[src/rtl/dequant_stream_ctrl_pkg.sv]
// Shared types and constants for the dequantizer stream controller.
//   deq_ctrl_state_e : controller FSM states
//   DEQ_PIPE_LAT     : dequantizer datapath latency (valid_in -> valid_out)
//   DEQ_ISSUE_LAT    : read issue -> deq_valid_out latency (buffer read + datapath)
package dequant_stream_ctrl_pkg;

  typedef enum logic [1:0] {IDLE, RUN, DRAIN, DONE} deq_ctrl_state_e;

  localparam int DEQ_PIPE_LAT  = 2;
  localparam int DEQ_ISSUE_LAT = DEQ_PIPE_LAT + 1;

  // A job with no elements or an out-of-range channel count is rejected.
  function automatic logic cfg_invalid(input int unsigned num_elems,
                                       input int unsigned num_ch,
                                       input int unsigned max_ch);
    return (num_elems == 0) || (num_ch == 0) || (num_ch > max_ch);
  endfunction

endpackage

[src/rtl/dequant_stream_ctrl_credit_counter.sv]
// credit_counter: saturating up/down credit counter, reusable by any stream
// controller that gates issue on downstream slots.
//   clk, rst  : clock, async active-high reset (count -> MAX)
//   i_inc     : one slot returned (ignored when already at MAX)
//   i_dec     : one slot consumed (ignored when already 0)
//   o_count   : current credit count
//   o_avail   : count != 0
// Simultaneous inc and dec leave the count unchanged.
module credit_counter #(
  parameter int MAX = 8,
  parameter int W   = $clog2(MAX + 1)
) (
  input  logic         clk,
  input  logic         rst,
  input  logic         i_inc,
  input  logic         i_dec,
  output logic [W-1:0] o_count,
  output logic         o_avail
);

  logic [W-1:0] r_count;

  always_ff @(posedge clk or posedge rst) begin
    if (rst) begin
      r_count <= W'(MAX);
    end else begin
      case ({i_inc, i_dec})
        2'b10:   if (r_count != W'(MAX)) r_count <= r_count + W'(1);
        2'b01:   if (r_count != '0)      r_count <= r_count - W'(1);
        default: r_count <= r_count;
      endcase
    end
  end

  assign o_count = r_count;
  assign o_avail = (r_count != '0);

endmodule

[src/rtl/dequant_stream_ctrl.sv]
// dequant_stream_ctrl: streams an INT8 tensor from buffer memory through the
// dequantizer. Generates read addresses, channel IDs (channel innermost) and
// valid strobes, gates issue on downstream credits and signals job completion.
//   clk, rst                 : clock, async active-high reset
//   start, abort             : job control pulses
//   cfg_base_addr/num_elems/num_ch : job config, latched on accepted start
//   busy, done, err          : status (err sticky until next accepted start)
//   rd_en, rd_addr, rd_data  : buffer read port (data 1 cycle after rd_en)
//   deq_*                    : dequantizer drive + valid_out completion monitor
//   credit_return            : downstream freed one slot
// Optional macro DEQ_STREAM_PERF_EN adds perf_stall_cycles / perf_job_cycles.
module dequant_stream_ctrl
  import dequant_stream_ctrl_pkg::*;
#(
  parameter int ADDR_WIDTH   = 16,
  parameter int CNT_WIDTH    = 20,
  parameter int NUM_CHANNELS = 16,
  parameter int CREDITS      = 8,
  parameter int DATA_WIDTH   = 8
) (
  input  logic                            clk,
  input  logic                            rst,
  input  logic                            start,
  input  logic                            abort,
  input  logic [ADDR_WIDTH-1:0]           cfg_base_addr,
  input  logic [CNT_WIDTH-1:0]            cfg_num_elems,
  input  logic [$clog2(NUM_CHANNELS):0]   cfg_num_ch,
  output logic                            busy,
  output logic                            done,
  output logic                            err,
  output logic                            rd_en,
  output logic [ADDR_WIDTH-1:0]           rd_addr,
  input  logic [DATA_WIDTH-1:0]           rd_data,
  output logic                            deq_enable,
  output logic                            deq_valid_in,
  output logic [DATA_WIDTH-1:0]           deq_data_in,
  output logic [$clog2(NUM_CHANNELS)-1:0] deq_channel_id,
  input  logic                            deq_valid_out,
  input  logic                            credit_return
`ifdef DEQ_STREAM_PERF_EN
  ,
  output logic [31:0]                     perf_stall_cycles,
  output logic [31:0]                     perf_job_cycles
`endif
);

  localparam int CH_W  = $clog2(NUM_CHANNELS);
  localparam int NCH_W = CH_W + 1;
  localparam int CR_W  = $clog2(CREDITS + 1);

  deq_ctrl_state_e       r_state;
  logic [ADDR_WIDTH-1:0] r_base;
  logic [CNT_WIDTH-1:0]  r_num;
  logic [NCH_W-1:0]      r_nch;
  logic [CNT_WIDTH-1:0]  r_issued;
  logic [CNT_WIDTH-1:0]  r_completed;
  logic [CH_W-1:0]       r_ch_cnt;
  logic                  r_err;
  logic                  r_aborting;
  logic [1:0]            r_flush;
  logic                  r_vld;
  logic [CH_W-1:0]       r_ch_d;

  logic [CR_W-1:0]       w_credits;
  logic                  w_credit_avail;
  logic                  w_issue;
  logic                  w_active;
  logic                  w_cfg_bad;

  assign w_active  = (r_state == RUN) || (r_state == DRAIN);
  assign w_cfg_bad = cfg_invalid(32'(cfg_num_elems), 32'(cfg_num_ch), NUM_CHANNELS);

  // abort gates issue combinationally so rd_en drops in the abort cycle itself
  assign w_issue = (r_state == RUN) && !r_aborting && !abort &&
                   w_credit_avail && (r_issued < r_num);

  credit_counter #(.MAX(CREDITS), .W(CR_W)) u_credits (
    .clk     (clk),
    .rst     (rst),
    .i_inc   (credit_return),
    .i_dec   (w_issue),
    .o_count (w_credits),
    .o_avail (w_credit_avail)
  );

  always_ff @(posedge clk or posedge rst) begin
    if (rst) begin
      r_state     <= IDLE;
      r_base      <= '0;
      r_num       <= '0;
      r_nch       <= '0;
      r_issued    <= '0;
      r_completed <= '0;
      r_ch_cnt    <= '0;
      r_err       <= 1'b0;
      r_aborting  <= 1'b0;
      r_flush     <= '0;
    end else begin
      case (r_state)
        IDLE: begin
          if (start) begin
            r_base      <= cfg_base_addr;
            r_num       <= cfg_num_elems;
            r_nch       <= cfg_num_ch;
            r_issued    <= '0;
            r_completed <= '0;
            r_ch_cnt    <= '0;
            r_aborting  <= 1'b0;
            r_err       <= w_cfg_bad;
            r_state     <= w_cfg_bad ? DONE : RUN;
          end
        end
        RUN, DRAIN: begin
          if (r_aborting) begin
            // in-flight reads drain through the datapath, uncounted
            if (r_flush == 2'd1) r_state <= DONE;
            else                 r_flush <= r_flush - 2'd1;
          end else if (abort) begin
            r_aborting <= 1'b1;
            r_flush    <= 2'(DEQ_ISSUE_LAT);
          end else begin
            if (w_issue) begin
              r_issued <= r_issued + CNT_WIDTH'(1);
              if ({1'b0, r_ch_cnt} == r_nch - NCH_W'(1)) r_ch_cnt <= '0;
              else                                        r_ch_cnt <= r_ch_cnt + CH_W'(1);
              if (r_issued + CNT_WIDTH'(1) == r_num) r_state <= DRAIN;
            end
            if (deq_valid_out) begin
              r_completed <= r_completed + CNT_WIDTH'(1);
              if (r_state == DRAIN && (r_completed + CNT_WIDTH'(1) == r_num))
                r_state <= DONE;
            end
          end
        end
        DONE: begin
          r_aborting <= 1'b0;
          r_state    <= IDLE;
        end
        default: r_state <= IDLE;
      endcase
    end
  end

  // buffer read takes one cycle; valid and channel ride alongside
  always_ff @(posedge clk or posedge rst) begin
    if (rst) begin
      r_vld  <= 1'b0;
      r_ch_d <= '0;
    end else begin
      r_vld <= w_issue;
      if (w_issue) r_ch_d <= r_ch_cnt;
    end
  end

  assign busy           = (r_state != IDLE);
  assign done           = (r_state == DONE);
  assign err            = r_err;
  assign deq_enable     = busy;
  assign rd_en          = w_issue;
  assign rd_addr        = w_issue ? r_base + ADDR_WIDTH'(r_issued) : '0;
  assign deq_valid_in   = r_vld;
  assign deq_channel_id = r_vld ? r_ch_d : '0;
  assign deq_data_in    = r_vld ? rd_data : '0;

`ifdef DEQ_STREAM_PERF_EN
  logic [31:0] r_stall_cycles;
  logic [31:0] r_job_cycles;

  always_ff @(posedge clk or posedge rst) begin
    if (rst) begin
      r_stall_cycles <= '0;
      r_job_cycles   <= '0;
    end else if (r_state == IDLE && start) begin
      r_stall_cycles <= '0;
      r_job_cycles   <= '0;
    end else begin
      if (w_active) r_job_cycles <= r_job_cycles + 32'd1;
      if (r_state == RUN && !w_credit_avail) r_stall_cycles <= r_stall_cycles + 32'd1;
    end
  end

  assign perf_stall_cycles = r_stall_cycles;
  assign perf_job_cycles   = r_job_cycles;
`endif

endmodule
[config.mk]
export PLATFORM = sky130hd
export DESIGN_NAME = dequant_stream_ctrl
export DESIGN_NICKNAME = d
export VERILOG_FILES = /design/src/rtl/dequant_stream_ctrl_pkg.sv /design/src/rtl/dequant_stream_ctrl_credit_counter.sv /design/src/rtl/dequant_stream_ctrl.sv
export SDC_FILE = /design/constraint.sdc
export NUM_CORES = 1
export LEC_CHECK = 0
export BUFFER_PORTS_ARGS = -buffer_cell sky130_fd_sc_hd__buf_2
export CAP_MARGIN = 40
export CORE_AREA = 2 2 153 155
export DETAILED_ROUTE_END_ITERATION = 7
export DIE_AREA = 0 0 155 157
export GPL_TIMING_DRIVEN = 0
export RECOVER_POWER = 25
export SLEW_MARGIN = 20
export SYNTH_ARGS = -nofsm -noshare
export SYNTH_HDL_FRONTEND = slang
export SYNTH_SLANG_ARGS = --single-unit
[constraint.sdc]
create_clock -name clk -period 4.1 [get_ports clk]
set_clock_uncertainty 0.2 [all_clocks]
set_input_delay 0.82 -clock clk [delete_from_list [all_inputs] [get_ports clk]]
set_output_delay 0.82 -clock clk [all_outputs]
set_load 0.01 [all_outputs]
Word-level counts from Yosys, hierarchy flattened
Index checks and enable logic that the tools add are counted.
- eq/ne operators: 20
- $lt $le $gt $ge: 2
- reductions and logical operators: 24
- add/sub/neg operators: 8
- mux-type cells: 38
- operators by type and width (kind ; number):
    2-to-1 mux 20 bit ; 7
    one-hot mux 20 bit (2 select lines) ; 2
    adder 20 x 1 -> 20 bit (second input constant) ; 2
    == test 20 bit ; 2
    2-to-1 mux 4 bit ; 8
    2-to-1 mux 2 bit ; 12
    logical NOT 20 bit ; 1
    less-than comparator 20 bit ; 1
    adder 16 bit ; 1
    2-to-1 mux 16 bit ; 1
    one-hot mux 4 bit (2 select lines) ; 2
    inequality test 2 bit (second input constant) ; 6
    AND reduction 5 bit ; 2
    AND reduction 3 bit ; 3
    adder 4 x 1 -> 4 bit (second input constant) ; 2
    2-to-1 mux 8 bit ; 1
    nonzero test 2 bit ; 4
    == test 2 x 1 -> 1 bit (second input constant) ; 3
    == test 2 bit (second input constant) ; 3
    inequality test 3 bit (second input constant) ; 2
    one-hot mux 2 bit (3 select lines) ; 1
    == test 4 x 5 -> 1 bit ; 1
    greater-than comparator 5 bit (second input constant) ; 1
    logical AND 1 bit ; 5
    other kinds (14) ; 19
- output and inout port bits: 34
- register bits: 100
- input bits: 55
- word-level logic and storage cells: 105

Depth between registers and ports, before layout
- word-level depth: 11
- gate-level depth with buffers: 17
- mapped depth without buffers: 15

Hierarchy
From an unflattened synthesis, not the netlist that was laid out.
- cell total of the unflattened synthesis: 828
- area, all modules: 7469.7 um2
- by module, submodules not included (module ; area each (um2) ; times used ; sequential area each (um2) ; cells each):
    dequant_stream_ctrl ; 7205.7 ; 1 ; 2402.3 ; 802
    credit_counter ; 264.0 ; 1 ; 101.3 ; 26

Worst setup path before layout
No wires, ideal clock.
- path type: register to output
- start: register r_issued[0]
- end: output port rd_addr[14]
- arrival time: 2654 ps
- required time: 3080 ps
- cell stages (with the launch flop): 11
- slack: 426 ps
- buffers on the path: 0
- cell sequence: dfrtp_1 ha_1 fa_1 a211oi_1 o21bai_1 a31oi_1 o21ai_0 o41ai_1 o21ai_0 xnor2_1 nor2_1
- longest elaborated chain between the ends: 3
- elaborated cells between the ends (all ways): 4
- those cells by class: add/sub: 1; order compare: 1; mux: 1; reduce/logical: 1
- ends and longest elaborated chain (what ; RTL line ; text):
    start: declaration ; dequant_stream_ctrl.sv:55 ; logic [CNT_WIDTH-1:0] r_issued;
    start signal: assignment ; dequant_stream_ctrl.sv:123 ; r_issued <= r_issued + CNT_WIDTH'(1);
    less-than comparator 20 bit ; dequant_stream_ctrl.sv:75 ; w_credit_avail && (r_issued < r_num);
    logical AND 1 bit ; dequant_stream_ctrl.sv:75 ;
    2-to-1 mux 16 bit (*) ; dequant_stream_ctrl.sv:160 ; assign rd_addr = w_issue ? r_base + ADDR_WIDTH'(r_issued) : '0;
    end: declaration ; dequant_stream_ctrl.sv:32 ; output logic [ADDR_WIDTH-1:0] rd_addr,
Every way passes the cells marked *; elsewhere a longest branch is shown, timed or not.

Worst setup path in the final report
Same ends and word-level chain as after synthesis.

==> flow_summary.toml <==
[route]
num_vias = 6462
dr.pass1.iters = 5
routedWlPerCell_um = 16.60
drc_errors = 0
viasPerCell = 5.301
ant_nets = 0
drt_iter0_drc = 367
routed_wirelength_um = 20230

[placed_design]
routabilityCongestion = 0.9174
place_area_um2 = 8224
io_buffers = 88
dp_hpwl_um = 15480

[critical_path]
rr_endpoint = "u_credits.o_count[2]"
cp_top_family = "compound AO/OA/AOI/OAI gates"
r2r_setup_slack_ps = 430
crit_chain = "ha_2 > fa_2 > a211oi_2 > o21bai_1 > a31oi_2 > o21ai_2 > o41ai_4 > o21ai_1 > xnor2_1 > nor2_1 > buf_2"
crit_path_end_kind = "output port"
path_buf_inv = 1
r2r_cells = 17
cp-start-kind = "register"
crit_arrival_ps = 2920
cp_max_fo = 5
slowest_stage = "dfrtp_2"
worstSetupPathType = "reg2out"
cp.required_ps = 3080
reg2reg_from = "r_num[13]"
max_stage_delay_ps = 430

[cts]
cts-htree-levels = 3
clock-sinks = 100
clock_latency_ps = 360
cts_hold_buffers = 0
clockBufferDepth = 2
cts.reportedPaths.clkPinSlew_ps = 70
cts_buffers = 9
cts_tree = "yes"
cts-root-buf = "clkbuf_16"

[hold_path]
hold_depth = 1
min-delay-start = "r_ch_d[2]"
hold_end = "r_ch_d[2]"
hp-class = "reg2reg"

[synthesis]
syn_inst = 822
ys_types = 69
synthTopCellsByCount = "dfrtp_1 (99), nand2_1 (69), o21ai_0 (54)"
synth_top_area_share_pct = 33.50
synth_ff_type = "dfrtp_1"
synth_edf_count = 0
ys_seq_elements = 100
synth_nets = 927
avgSynthCellArea_um2 = 8.996
yosysMostFrequentCell = "dfrtp_1"
synth_area_leader_cell = "dfrtp_1"
seq_area_frac_synth_pct = 33.86
async_reset_ff_share_pct = 100.0
yosys-top-cells-area = "dfrtp_1 (34%), ha_1 (8.3%), mux2_2 (7.2%)"
netlist_area_um2 = 7395
yosys_warnings = 0

[floorplan]
fp.dieH_um = 157
io_pins = 89
coreArea_um2 = 22500
die_area_um2 = 24340
die_x_um = 155
num_rows = 55
initial_utilization_pct = 32.86

[timing]
setup_viol = 0
worstMarginPinSlew_ps = 2413
period_needed_ps = 3937
finalHoldViolations = 0
maxSlewHeadroom_pct = -61.74
timing.fmax_ghz = 0.2540
whs_ps = 295.9
drv_slew = 51
fin_crit_sh_pct = 96.03

[run_status]
status = "finished, violations left"
violations = "capacitance limit, slew limit"

[grt]
gr-usage-all-layers_pct = 16.81
grt_max_degree = 52
grt_pass1_wl_um = 32320
grt-ovfl-total = 0
antenna_found_initial = 0
grt_pass1_vias = 6072

[power_and_ir_drop]
ir_worst_vdd_v = 0.0002209
leakage_nw = 3.874
power_density_nw_per_um2 = 635.0

[finish]
layout-drive-gt1-share_pct = 21.73
n_antenna_cell = 0
finish.instance_area_um2 = 8647
final_nets = 1034
area_delta_synth_final_pct = 16.94

[flow_run]
drv_cap = 1
==> layout by cell type, fill, tap and decap left out, drive strengths merged, types with 7 or more instances in the layout <==
cell type / Yosys / final
a211oi: 7 / 7
a21o: 10 / 10
a21oi: 36 / 36
a22o: 14 / 14
a31oi: 7 / 7
and2: 18 / 18
buf: 22 / 119
clkbuf: 23 / 32
dfrtp: 99 / 99
ha: 49 / 49
inv: 41 / 41
mux2: 47 / 47
mux2i: 8 / 8
nand2: 69 / 69
nand3: 28 / 28
nand4: 15 / 15
nor2: 47 / 47
nor3: 28 / 28
nor4: 17 / 17
o21a: 8 / 8
o21ai: 54 / 54
o31ai: 21 / 21
xnor2: 44 / 44
xor2: 27 / 27
==> state kept, by name, indices dropped and copies added (netlist names) <==
| signal | flops |
|---|---|
| deq_valid_in | 1 |
| r_state | 2 |
| r_completed | 20 |
| r_aborting | 1 |
| r_issued | 20 |
| r_ch_d | 4 |
| r_ch_cnt | 4 |
| err | 1 |
| u_credits.o_count | 4 |
| r_nch | 5 |
| r_num | 20 |
| r_flush | 2 |
| r_base | 16 |
==> stage by stage <==
step | utilization, % | power, mW | instances | worst slack (ps) | TNS (ps)
finish | 38.43 | 5.491 | 1219 | 162.6 | 0
CTS | 38.11 | 5.471 | 1212 | 15.28 | 0
floorplan | - | 3.638 | 822 | 426.4 | 0
detailed placement | 36.55 | 4.514 | 1196 | -462.7 | -5236
global placement | 36.40 | 4.459 | 1195 | -1049 | -107190
global route | 38.43 | 5.929 | 1219 | -60.05 | -60.05
==> kinds of logic (layout without fill, tap and decap cells) <==
logic type,Yosys count,count (layout),share of synthesized area (%)
AOI/OAI and AO/OA,197,197,17.63
and+or+nand+nor,263,263,18.53
muxes,55,55,8.240
adders and majority gates,50,50,8.562
buffers and inverters,86,198,4.772
DFF,100,100,33.86
xor gates and xnor gates,71,71,8.410
==> per-layer routing <==
layer,up-vias,track usage (%),share of wire [%]
met2,146,27.53,47
met3,22,3.029,4.5
li1,3191,-,-
met5,-,0,0
met1,3103,22.54,47
met4,0,5.335,1.9
==> where the power goes <==
part | leakage, nW | internal (mW) | switching (mW)
clock network | 0.155 | 0.497 | 0.415
registers | 1.26 | 1.32 | 0.407
logic | 2.46 | 1.20 | 1.65
==> cell type report <==
class / count / area (µm²)
Tap cell: 285 / 356.6
Sequential cell: 100 / 2509
Buffer: 44 / 209.0
Clock inverter: 6 / 72.57
Timing Repair Buffer: 97 / 529.3
Inverter: 41 / 155.1
Fill cell: 2314 / 13860
Clock buffer: 10 / 239.0
Multi-Input combinational cell: 636 / 4577
==> worst reg2reg max path: stages, from the launching register on <==
cell	delay, ps
dfrtp_1	520
inv_1	130
ha_1	320
nand4_1	80
a211oi_1	310
o211a_1	180
o31ai_1	70
a21oi_2	200
buf_4	190
inv_1	70
buf_6	160
ha_1	290
xor2_1	170
ha_1	180
a21oi_1	140
xnor2_1	140
nand2_1	80
xnor2_1	130
==> worst max-delay path by stage <==
stage,startpoint,endpoint,slack [ps],cells past startpoint
2_1_floorplan,r_issued[0],rd_addr[14],430,10
3_3_place_gp,rst,r_base[6],-1050,2
3_5_place_dp,r_num[15],rd_addr[6],-460,11
4_1_cts,r_num[15],rd_addr[1],20,12
5_1_grt,r_issued[0],rd_addr[14],-60,11
6_report,r_issued[0],rd_addr[14],160,11
==> timing repair <==
action | 4_1_cts | 5_1_grt
endpoints found under the hold margin | 0 | 0
buffers inserted | 1 | 5
endpoints found under the setup margin | 20 | 15
pin swaps | 4 | 8
gates resized for setup | 14 | 6
No activity file was read; power rests on OpenSTA's default activity.
